`config.mk`:
```
export PLATFORM = sky130hd
export DESIGN_NAME = io_batch_controller
export DESIGN_NICKNAME = d
export VERILOG_FILES = /design/src/rtl/io_batch_controller.sv
export SDC_FILE = /design/constraint.sdc
export NUM_CORES = 1
export LEC_CHECK = 0
export BUFFER_PORTS_ARGS = -buffer_cell sky130_fd_sc_hd__buf_2
export CORE_AREA = 2 2 39 41
export DETAILED_ROUTE_END_ITERATION = 10
export DIE_AREA = 0 0 41 43
export MAX_ROUTING_LAYER = met4
export PLACE_DENSITY = 0.69
export SLEW_MARGIN = 40
export SYNTH_ARGS = -nofsm -noshare
export SYNTH_HDL_FRONTEND = slang
export SYNTH_SLANG_ARGS = --single-unit
```
`constraint.sdc`:
```
create_clock -name clk -period 2.1 [get_ports clk]
set_input_delay 0.105 -clock clk [delete_from_list [all_inputs] [get_ports clk]]
set_output_delay 0.105 -clock clk [all_outputs]
set_load 0.1 [all_outputs]
```
`src/rtl/io_batch_controller.sv`:
```
// Batch sequencer for DMA load, CNN compute and interrupt-driven IO transfers.
// Optional DMA watchdog enabled by defining IO_DMA_TIMEOUT_EN.
module io_batch_controller #(
    parameter  int NUM_IMG = 4,
    parameter  int TIMEOUT = 255,
    parameter  int CNT_W   = 8,
    localparam int IDX_W   = $clog2(NUM_IMG)
) (
    input  logic             clk,
    input  logic             rst_n,
    input  logic             load,
    input  logic             interrupt,
    input  logic             cnn_img,
    input  logic             dma_done,
    input  logic             abort,
    output logic             io_interface_en,
    output logic             decompressor_en,
    output logic             dma_enable,
    output logic             cnn_enable,
    output logic             done,
    output logic             dma_err,
    output logic [IDX_W-1:0] img_idx
);

    localparam logic [IDX_W-1:0] LAST_IDX = IDX_W'(NUM_IMG - 1);

    typedef enum logic [2:0] {
        ST_IDLE = 3'd0,
        ST_DMA  = 3'd1,
        ST_RUN  = 3'd2,
        ST_INT  = 3'd3,
        ST_DONE = 3'd4
    } state_t;

    state_t           state_r;
    state_t           nxt_state_s;
    logic [IDX_W-1:0] img_idx_r;
    logic [IDX_W-1:0] nxt_idx_s;
    logic             load_q_r;
    logic             res_seen_r;
    logic             load_rise_s;
    logic             timeout_s;
    logic             err_s;
    logic             io_en_r;
    logic             dec_en_r;
    logic             dma_en_r;
    logic             cnn_en_r;
    logic             done_r;
    logic             err_r;

    // Elaboration-time sanity check of the configuration.
    if (NUM_IMG < 2 || TIMEOUT < 1 || TIMEOUT > (2 ** CNT_W) - 1) begin : g_bad_cfg
        $error("io_batch_controller: illegal NUM_IMG/TIMEOUT/CNT_W combination");
    end

    assign load_rise_s = load & ~load_q_r;

`ifdef IO_DMA_TIMEOUT_EN
    logic [CNT_W-1:0] wdog_r;

    // The cycle that would bring the count to TIMEOUT is the last DMA cycle.
    assign timeout_s = (wdog_r == CNT_W'(TIMEOUT - 1));

    // Watchdog: counts consecutive DMA cycles, zero on entry and outside DMA.
    always_ff @(posedge clk or negedge rst_n) begin
        if (!rst_n) begin
            wdog_r <= '0;
        end else if (state_r == ST_DMA && nxt_state_s == ST_DMA) begin
            wdog_r <= wdog_r + CNT_W'(1);
        end else begin
            wdog_r <= '0;
        end
    end
`else
    assign timeout_s = 1'b0;
`endif

    // Next-state and next-index decode; abort overrides every transition.
    always_comb begin
        nxt_state_s = state_r;
        nxt_idx_s   = img_idx_r;
        err_s       = 1'b0;
        if (abort) begin
            nxt_state_s = ST_IDLE;
            nxt_idx_s   = '0;
        end else begin
            case (state_r)
                ST_IDLE: begin
                    if (load_rise_s) begin
                        nxt_state_s = ST_DMA;
                        nxt_idx_s   = '0;
                    end else begin
                        nxt_state_s = ST_IDLE;
                    end
                end
                ST_DMA: begin
                    // dma_done beats a coincident watchdog expiry
                    if (dma_done) begin
                        nxt_state_s = ST_RUN;
                    end else if (timeout_s) begin
                        nxt_state_s = ST_IDLE;
                        err_s       = 1'b1;
                    end else begin
                        nxt_state_s = ST_DMA;
                    end
                end
                ST_RUN: begin
                    if (interrupt) begin
                        nxt_state_s = ST_INT;
                    end else begin
                        nxt_state_s = ST_RUN;
                    end
                end
                ST_INT: begin
                    if (interrupt) begin
                        nxt_state_s = ST_INT;
                    end else if (!res_seen_r) begin
                        nxt_state_s = ST_RUN;
                    end else if (img_idx_r == LAST_IDX) begin
                        nxt_state_s = ST_DONE;
                    end else begin
                        nxt_state_s = ST_RUN;
                        nxt_idx_s   = img_idx_r + IDX_W'(1);
                    end
                end
                ST_DONE: begin
                    nxt_state_s = ST_IDLE;
                end
                default: begin
                    nxt_state_s = ST_IDLE;
                    nxt_idx_s   = '0;
                end
            endcase
        end
    end

    // State register with outputs decoded from the next state.
    always_ff @(posedge clk or negedge rst_n) begin
        if (!rst_n) begin
            state_r    <= ST_IDLE;
            img_idx_r  <= '0;
            load_q_r   <= 1'b0;
            res_seen_r <= 1'b0;
            io_en_r    <= 1'b0;
            dec_en_r   <= 1'b0;
            dma_en_r   <= 1'b0;
            cnn_en_r   <= 1'b0;
            done_r     <= 1'b0;
            err_r      <= 1'b0;
        end else begin
            state_r   <= nxt_state_s;
            img_idx_r <= nxt_idx_s;
            load_q_r  <= load;
            dma_en_r  <= (nxt_state_s == ST_DMA);
            cnn_en_r  <= (nxt_state_s == ST_RUN);
            done_r    <= (nxt_state_s == ST_DONE);
            err_r     <= err_s;
            dec_en_r  <= (nxt_state_s == ST_INT) & load & cnn_img;
            io_en_r   <= (nxt_state_s == ST_INT) & ~load & cnn_img;
            // res_seen tracks io_interface_en within one INT window
            if (nxt_state_s == ST_INT) begin
                res_seen_r <= res_seen_r | (~load & cnn_img);
            end else begin
                res_seen_r <= 1'b0;
            end
        end
    end

    assign io_interface_en = io_en_r;
    assign decompressor_en = dec_en_r;
    assign dma_enable      = dma_en_r;
    assign cnn_enable      = cnn_en_r;
    assign done            = done_r;
    assign dma_err         = err_r;
    assign img_idx         = img_idx_r;

endmodule

```
==> results of run 1 <==
-- metal layers --
layer  vias up  wire (um)
met5         -          0
met4         0         23
met3         4         50
met2        13        499
met1       196        490
li1        206          -
-- cell usage after synthesis --
| master | count |
|---|---|
| dfrtp_1 | 12 |
| inv_1 | 5 |
| a21o_1 | 2 |
| mux2i_1 | 2 |
| nand2b_1 | 2 |
| nor4_1 | 2 |
| nor4_2 | 2 |
| a21oi_1 | 1 |
| a31oi_1 | 1 |
| buf_2 | 1 |
| buf_4 | 1 |
| conb_1 | 1 |
| ha_1 | 1 |
| inv_2 | 1 |
| nand2_2 | 1 |
| nand3b_1 | 1 |
| nand4_1 | 1 |
| nor2_1 | 1 |
| nor2_2 | 1 |
| nor2b_1 | 1 |
| nor3_1 | 1 |
| nor4b_4 | 1 |
| nor4bb_1 | 1 |
| o211ai_2 | 1 |
| o311ai_4 | 1 |
| o32ai_2 | 1 |
| or2_2 | 1 |
| or2b_1 | 1 |
| or4_1 | 1 |
-- critical path, delay by kind of cell, from the launching register on --
family / cells / cell delay (ns)
AO/OA/AOI/OAI: 1 / 0.16
adder cells (fa/ha/maj): 1 / 0.23
flip-flops: 1 / 0.41
multiplexers: 1 / 0.15
AND/OR/NAND/NOR: 1 / 0.34
-- cell usage in the layout, fill, tap and decap left out, types with 2 or more instances in the layout --
| cell | count |
|---|---|
| nor4_2 | 2 |
| dfrtp_1 | 12 |
| nor4_1 | 2 |
| buf_2 | 13 |
| mux2i_1 | 2 |
| clkbuf_4 | 3 |
| inv_1 | 5 |
| nand2b_1 | 2 |
| dlygate4sd3_1 | 2 |
| a21o_1 | 2 |
-- worst min-delay path by stage --
stage,startpoint,to,depth (start not counted)
floorplan,rst_n,cnn_enable,0
global placement,rst_n,img_idx[0],1
detailed placement,rst_n,img_idx[0],1
CTS,abort,done,2
global route,abort,state_r[2],2
finish,abort,state_r[2],2
-- layout make-up --
class,count,area [um^2]
well taps,16,20.0
clock buffers,4,36.3
inverters,6,22.5
fillers,123,656
multi-input cells,29,264
repair buffers,15,85.1
flip-flops and latches,12,300
-- flip-flops by register name, indices dropped and copies added (netlist names) --
register	flops
cnn_enable	1
state_r	3
done	1
decompressor_en	1
img_idx	2
dma_enable	1
load_q_r	1
res_seen_r	1
io_interface_en	1
-- logic make-up after synthesis --
logic type	synth area share, %
flops	50.1
other cells	0.626
fa+ha+maj	2.09
mux	3.34
buf+inv	5.84
simple gates	24.4
compound gates	13.6
-- power breakdown --
group,internal (mW),switching [mW]
Clock,0.105,0.0787
Combinational,0.0252,0.0570
Sequential,0.237,0.00854
Total,0.368,0.144
==> impl_metrics.sql, run 1 <==
INSERT INTO impl_metrics (metric_group, metric, value, unit) VALUES
('place', 'dp_cells', '76', ''),
('grt', 'global_route.usage.met1', '20.3', '%'),
('critical_path', 'worst_setup_path_start_kind', 'flip-flop', ''),
('grt', 'busiest_layer', 'met2', ''),
('synthesis', 'ys.warnings.count', '0', ''),
('cells_and_area', 'finish.instance_area', '728', 'um^2'),
('critical_path', 'worst_r2r_endpoint', 'img_idx[0]', ''),
('routing', 'vias', '419', ''),
('timing', 'fin_worst_hold_slack', '0.0554', 'ns'),
('routing', 'detailed_router_s_first_iteration_violation_count', '2', ''),
('cts', 'clock_tree.buffer_depth', '2', ''),
('cells_and_area', 'final_cell_count_no_fill', '82', ''),
('place', 'gp_routability_congestion', '0.737', ''),
('synthesis', 'synth_area_leader_cell', 'dfrtp_1', ''),
('critical_path', 'critPathMaxStageDelay', '0.41', 'ns'),
('place', 'dp_hpwl', '791', 'um'),
('critical_path', 'worst_path_max_fanout', '4', ''),
('routing', 'firstDrtPassIters', '4', ''),
('cts', 'cts_made_buffers', '3', ''),
('timing', 'final_ws_setup', '0.689', 'ns'),
('critical_path', 'cp.required', '2.25', 'ns'),
('grt', 'grt_overflow', '0', ''),
('cts', 'cts-hold-fix-buffers', '2', ''),
('power_and_ir_drop', 'power', '0.512', 'mW'),
('place', 'port_buffers', '13', ''),
('floorplanning', 'rows', '14', ''),
('timing', 'hold_viol_final', '0', ''),
('synthesis', 'synthCells', '49', ''),
('critical_path', 'critical_path_arrival', '1.56', 'ns'),
('grt', 'gr-usage-all-layers', '15.9', '%'),
('critical_path', 'critPathKind', 'flip-flop to flip-flop', ''),
('cells_and_area', 'post_route_cells_drive_above_1_share', '40.9', '%'),
('grt', 'antenna_violations_before_repair', '0', ''),
('power_and_ir_drop', 'leakagePower', '0.374', 'nW'),
('grt', 'vias_in_the_first_global_route', '393', ''),
('floorplanning', 'ios', '15', ''),
('power_and_ir_drop', 'peak_vdd_ir', '429', 'uV'),
('timing', 'period_minus_ws_final', '1.41', 'ns'),
('grt', 'pin_count_of_the_biggest_net_entering_global_routing', '13', ''),
('power_and_ir_drop', 'pwr_density_cell', '703', 'nW/um^2'),
('timing', 'min_period_over_period', '67.2', '%'),
('status', 'outcome', 'finished clean', ''),
('timing', 'timing.fmax', '708', 'MHz'),
('floorplanning', 'die_x', '41', 'um'),
('grt', 'groute.layer.met3.usage', '4.71', '%'),
('critical_path', 'crit_path_top_delay_cell', 'dfrtp_1', ''),
('flow_run', 'number_of_violations_of_the_max_capacitance_limit', '0', ''),
('floorplanning', 'die_area', '1760', 'um^2'),
('routing', 'route.detailed.vias_per_inst', '5.11', ''),
('synthesis', 'synth.avg_cell_area', '12.2', 'um^2'),
('hold_path', 'min-delay-path-class', 'input pin to flip-flop', ''),
('routing', 'drc', '0', ''),
('grt', 'wire_length_of_the_first_global_routing_pass', '1.73', 'mm'),
('synthesis', 'synth.ff_latch_count', '12', ''),
('floorplanning', 'initial_core_util', '43.3', '%'),
('timing', 'setup_repair_after_global_routing_missed_its_margin', 'no', ''),
('synthesis', 'netlist.area_leader.share', '50.1', '%'),
('synthesis', 'yosysSeqAreaShare', '50.1', '%'),
('cts', 'clock_sink_count', '12', ''),
('critical_path', 'worst_r2r_startpoint', 'img_idx[0]', ''),
('grt', 'grt.met2_usage', '21.3', '%'),
('cts', 'path_clk_slew', '0.07', 'ns'),
('cts', 'ctsResizeCount', '0', ''),
('critical_path', 'cp-endpoint', 'img_idx[0]', ''),
('cells_and_area', 'final_net_count', '75', ''),
('cts', 'ctsHtreeMaxLevel', '1', ''),
('timing', 'timing.final.setup_violations', '0', ''),
('floorplanning', 'die_h', '43', 'um'),
('routing', 'route.antenna.remaining_nets', '0', ''),
('routing', 'postRouteWirelength', '1.06', 'mm'),
('cts', 'setup_fix_bufs_post_cts', '0', '');
Power figures use the tool's default switching activity.
==> inputs of run 2 (changes only) <==
Settings changed: CORE_AREA 2 2 39 41 to default, CORE_UTILIZATION from default to 44, DIE_AREA 0 0 41 43 to default, PLACE_DENSITY 0.69 to 0.71.
Clock period 2.1 ns to 1.2 ns, I/O delays scaled along.
==> run 2 against run 1 <==
Global-route usage increased by 7.4 points. Register-to-register slack got worse by 0.83 ns. The run now ends with setup timing left. Worst setup slack got worse by 0.83 ns. Cell area increased by 28%. Wire length increased by 39%. Critical path type unchanged. Largest cell class is now multi-input gates. Via count increased by 22%. Utilization increased by 26 points. Total power increased by 81%. Cell count increased by 12%. Maximum frequency increased by 5.0%.
==> impl_metrics.sql, run 2 (synthesized netlist as in run 1, its figures left out) <==
INSERT INTO impl_metrics (metric_group, metric, value, unit) VALUES
('timing', 'period_minus_ws_final', '1.34', 'ns'),
('place', 'dpl_worst_slack', '-0.187', 'ns'),
('floorplanning', 'die_h', '38.9', 'um'),
('cts', 'ctsHtreeMaxLevel', '1', ''),
('critical_path', 'cp.required', '1.35', 'ns'),
('critical_path', 'worst_path_max_fanout', '5', ''),
('critical_path', 'worst_r2r_startpoint', 'img_idx[1]', ''),
('routing', 'route.detailed.vias_per_inst', '5.55', ''),
('cts', 'path_clk_slew', '0.08', 'ns'),
('routing', 'firstDrtPassIters', '4', ''),
('cells_and_area', 'post_route_cells_drive_above_1_share', '64.1', '%'),
('timing', 'maxSlewViolCount', '0', ''),
('grt', 'antenna_violations_before_repair', '0', ''),
('grt', 'grt_overflow', '0', ''),
('timing', 'timing.final.setup_violations', '11', ''),
('status', 'outcome', 'finished, violations left', ''),
('timing', 'timing.fmax', '744', 'MHz'),
('cts', 'cts_tree', 'yes', ''),
('floorplanning', 'ios', '15', ''),
('cells_and_area', 'regMostFlops', 'state_r', ''),
('timing', 'fin_worst_hold_slack', '0.0644', 'ns'),
('cells_and_area', 'fill_cells', '73', ''),
('cts', 'clock_tree.buffer_depth', '2', ''),
('cells_and_area', 'multi_input_comb_area', '334', 'um^2'),
('floorplanning', 'die_x', '38.9', 'um'),
('hold_path', 'min_delay_path_depth', '2', ''),
('timing', 'setup_repair_after_global_routing_missed_its_margin', 'yes', ''),
('power_and_ir_drop', 'pwr_density_cell', '995', 'nW/um^2'),
('cells_and_area', 'final_net_count', '87', ''),
('routing', 'detail_route.wl_per_cell', '16.0', 'um'),
('cells_and_area', 'largest_register_ff_count', '3', ''),
('grt', 'busiest_layer', 'met2', ''),
('critical_path', 'reg2reg_setup_slack', '-0.14', 'ns'),
('flow_run', 'number_of_violations_of_the_max_capacitance_limit', '0', ''),
('grt', 'gr-usage-all-layers', '23.3', '%'),
('power_and_ir_drop', 'leakagePower', '0.443', 'nW'),
('floorplanning', 'rows', '12', ''),
('routing', 'postRouteWirelength', '1.48', 'mm'),
('hold_path', 'min-delay-path-class', 'input pin to flip-flop', ''),
('cts', 'insertion_delay', '0.27', 'ns'),
('routing', 'drc', '0', ''),
('timing', 'final_ws_setup', '-0.144', 'ns'),
('floorplanning', 'die_area', '1510', 'um^2'),
('cells_and_area', 'reg_area', '310', 'um^2'),
('grt', 'vias_in_the_first_global_route', '456', ''),
('floorplanning', 'initial_core_util', '50.5', '%'),
('critical_path', 'timing.reg2reg.worst_path_depth', '5', ''),
('hold_path', 'worst_hold_launch', 'abort', ''),
('routing', 'route.antenna.remaining_nets', '0', ''),
('routing', 'detailed_router_s_first_iteration_violation_count', '24', ''),
('critical_path', 'worst_r2r_endpoint', 'res_seen_r', ''),
('timing', 'hold_viol_final', '0', ''),
('timing', 'min_period_over_period', '112', '%'),
('critical_path', 'critPathKind', 'flip-flop to flip-flop', ''),
('critical_path', 'timing.critical_path.to_type', 'flip-flop', ''),
('cells_and_area', 'layout.cells.most_common_list', '11 x buf_2, 11 x buf_4, 8 x dfrtp_1', ''),
('cells_and_area', 'n_antenna_cell', '0', ''),
('grt', 'wire_length_of_the_first_global_routing_pass', '2.19', 'mm'),
('place', 'dpl_cell_area', '771', 'um^2'),
('routing', 'vias', '511', ''),
('cts', 'clockRootBuffer', 'clkbuf_4', ''),
('critical_path', 'worst_setup_path_start_kind', 'flip-flop', ''),
('grt', 'grt.met2_usage', '36.3', '%'),
('cells_and_area', 'layout-area-overhead-vs-synth', '55.1', '%'),
('grt', 'groute.layer.met3.usage', '3.47', '%'),
('power_and_ir_drop', 'peak_vdd_ir', '669', 'uV'),
('place', 'port_buffers', '13', ''),
('timing', 'clock_skew', '0.00133', 'ns'),
('status', 'violations', 'setup timing', ''),
('hold_path', 'whs_endpoint', 'state_r[2]', ''),
('grt', 'global_route.usage.met1', '29.9', '%'),
('place', 'gp_routability_congestion', '0.751', ''),
('cts', 'cts_made_buffers', '3', ''),
('cells_and_area', 'finish.instance_area', '930', 'um^2'),
('cts', 'clock_sink_count', '12', ''),
('critical_path', 'critical_path_arrival', '1.49', 'ns'),
('floorplanning', 'core', '1190', 'um^2'),
('grt', 'pin_count_of_the_biggest_net_entering_global_routing', '13', ''),
('cells_and_area', 'fin_util', '78.4', '%'),
('place', 'dp_hpwl', '1.01', 'mm');
[run 2: what timing repair did]
action                                  4_1_cts  5_1_grt
setup buffers                                 1        5
gates resized for setup                       8        4
pin swaps                                     7        1
endpoints found under the setup margin        9       10
endpoints found under the hold margin        14        0
hold buffers                                  2        0
[run 2: layout make-up]
| class | count | area share, % |
|---|---|---|
| multi-input cells | 29 | 35.9 |
| inverters | 6 | 2.42 |
| flip-flops and latches | 12 | 33.4 |
| well taps | 14 | 1.88 |
| repair buffers | 27 | 22.5 |
| clock buffers | 4 | 3.90 |
[run 2: worst max-delay path by stage]
stage | to | slack [ns] | start | cells after the start
6_report | res_seen_r | -0.14 | img_idx[1] | 5
5_1_grt | img_idx[1] | -0.21 | img_idx[1] | 4
4_1_cts | img_idx[0] | -0.15 | img_idx[1] | 4
3_5_place_dp | decompressor_en | -0.19 | state_r[0] | 3
3_3_place_gp | img_idx[0] | -0.14 | img_idx[0] | 4
2_1_floorplan | img_idx[0] | -0.31 | img_idx[1] | 4
[run 2: power by group]
| group | switching, mW | total (mW) | internal [mW] |
|---|---|---|---|
| clock | 0.134 | 0.318 | 0.184 |
| sequential | 0.0144 | 0.430 | 0.416 |
| combinational | 0.115 | 0.177 | 0.0618 |
| total | 0.263 | 0.925 | 0.662 |
[run 2: metrics by stage]
step           setup TNS, ns  std cells  total power, mW
5_1_grt                -1.66         92            0.972
3_5_place_dp           -1.13         80            0.585
2_1_floorplan          -1.87         49            0.544
6_report              -0.958         92            0.925
3_3_place_gp          -0.843         80            0.581
4_1_cts               -0.819         87            0.918
[run 2: critical path, stage by stage (launching register included)]
cell      delay [ns]
dfrtp_4         0.43
ha_4            0.15
nand3b_1        0.15
o211ai_4        0.29
buf_4           0.17
nor3_2          0.03
[run 2: layer usage]
metal | vias up | part of all wire [%]
met2 | 20 | 50
met4 | 0 | 2.2
met3 | 4 | 4.5
met1 | 256 | 43
li1 | 231 | -
met5 | - | 0
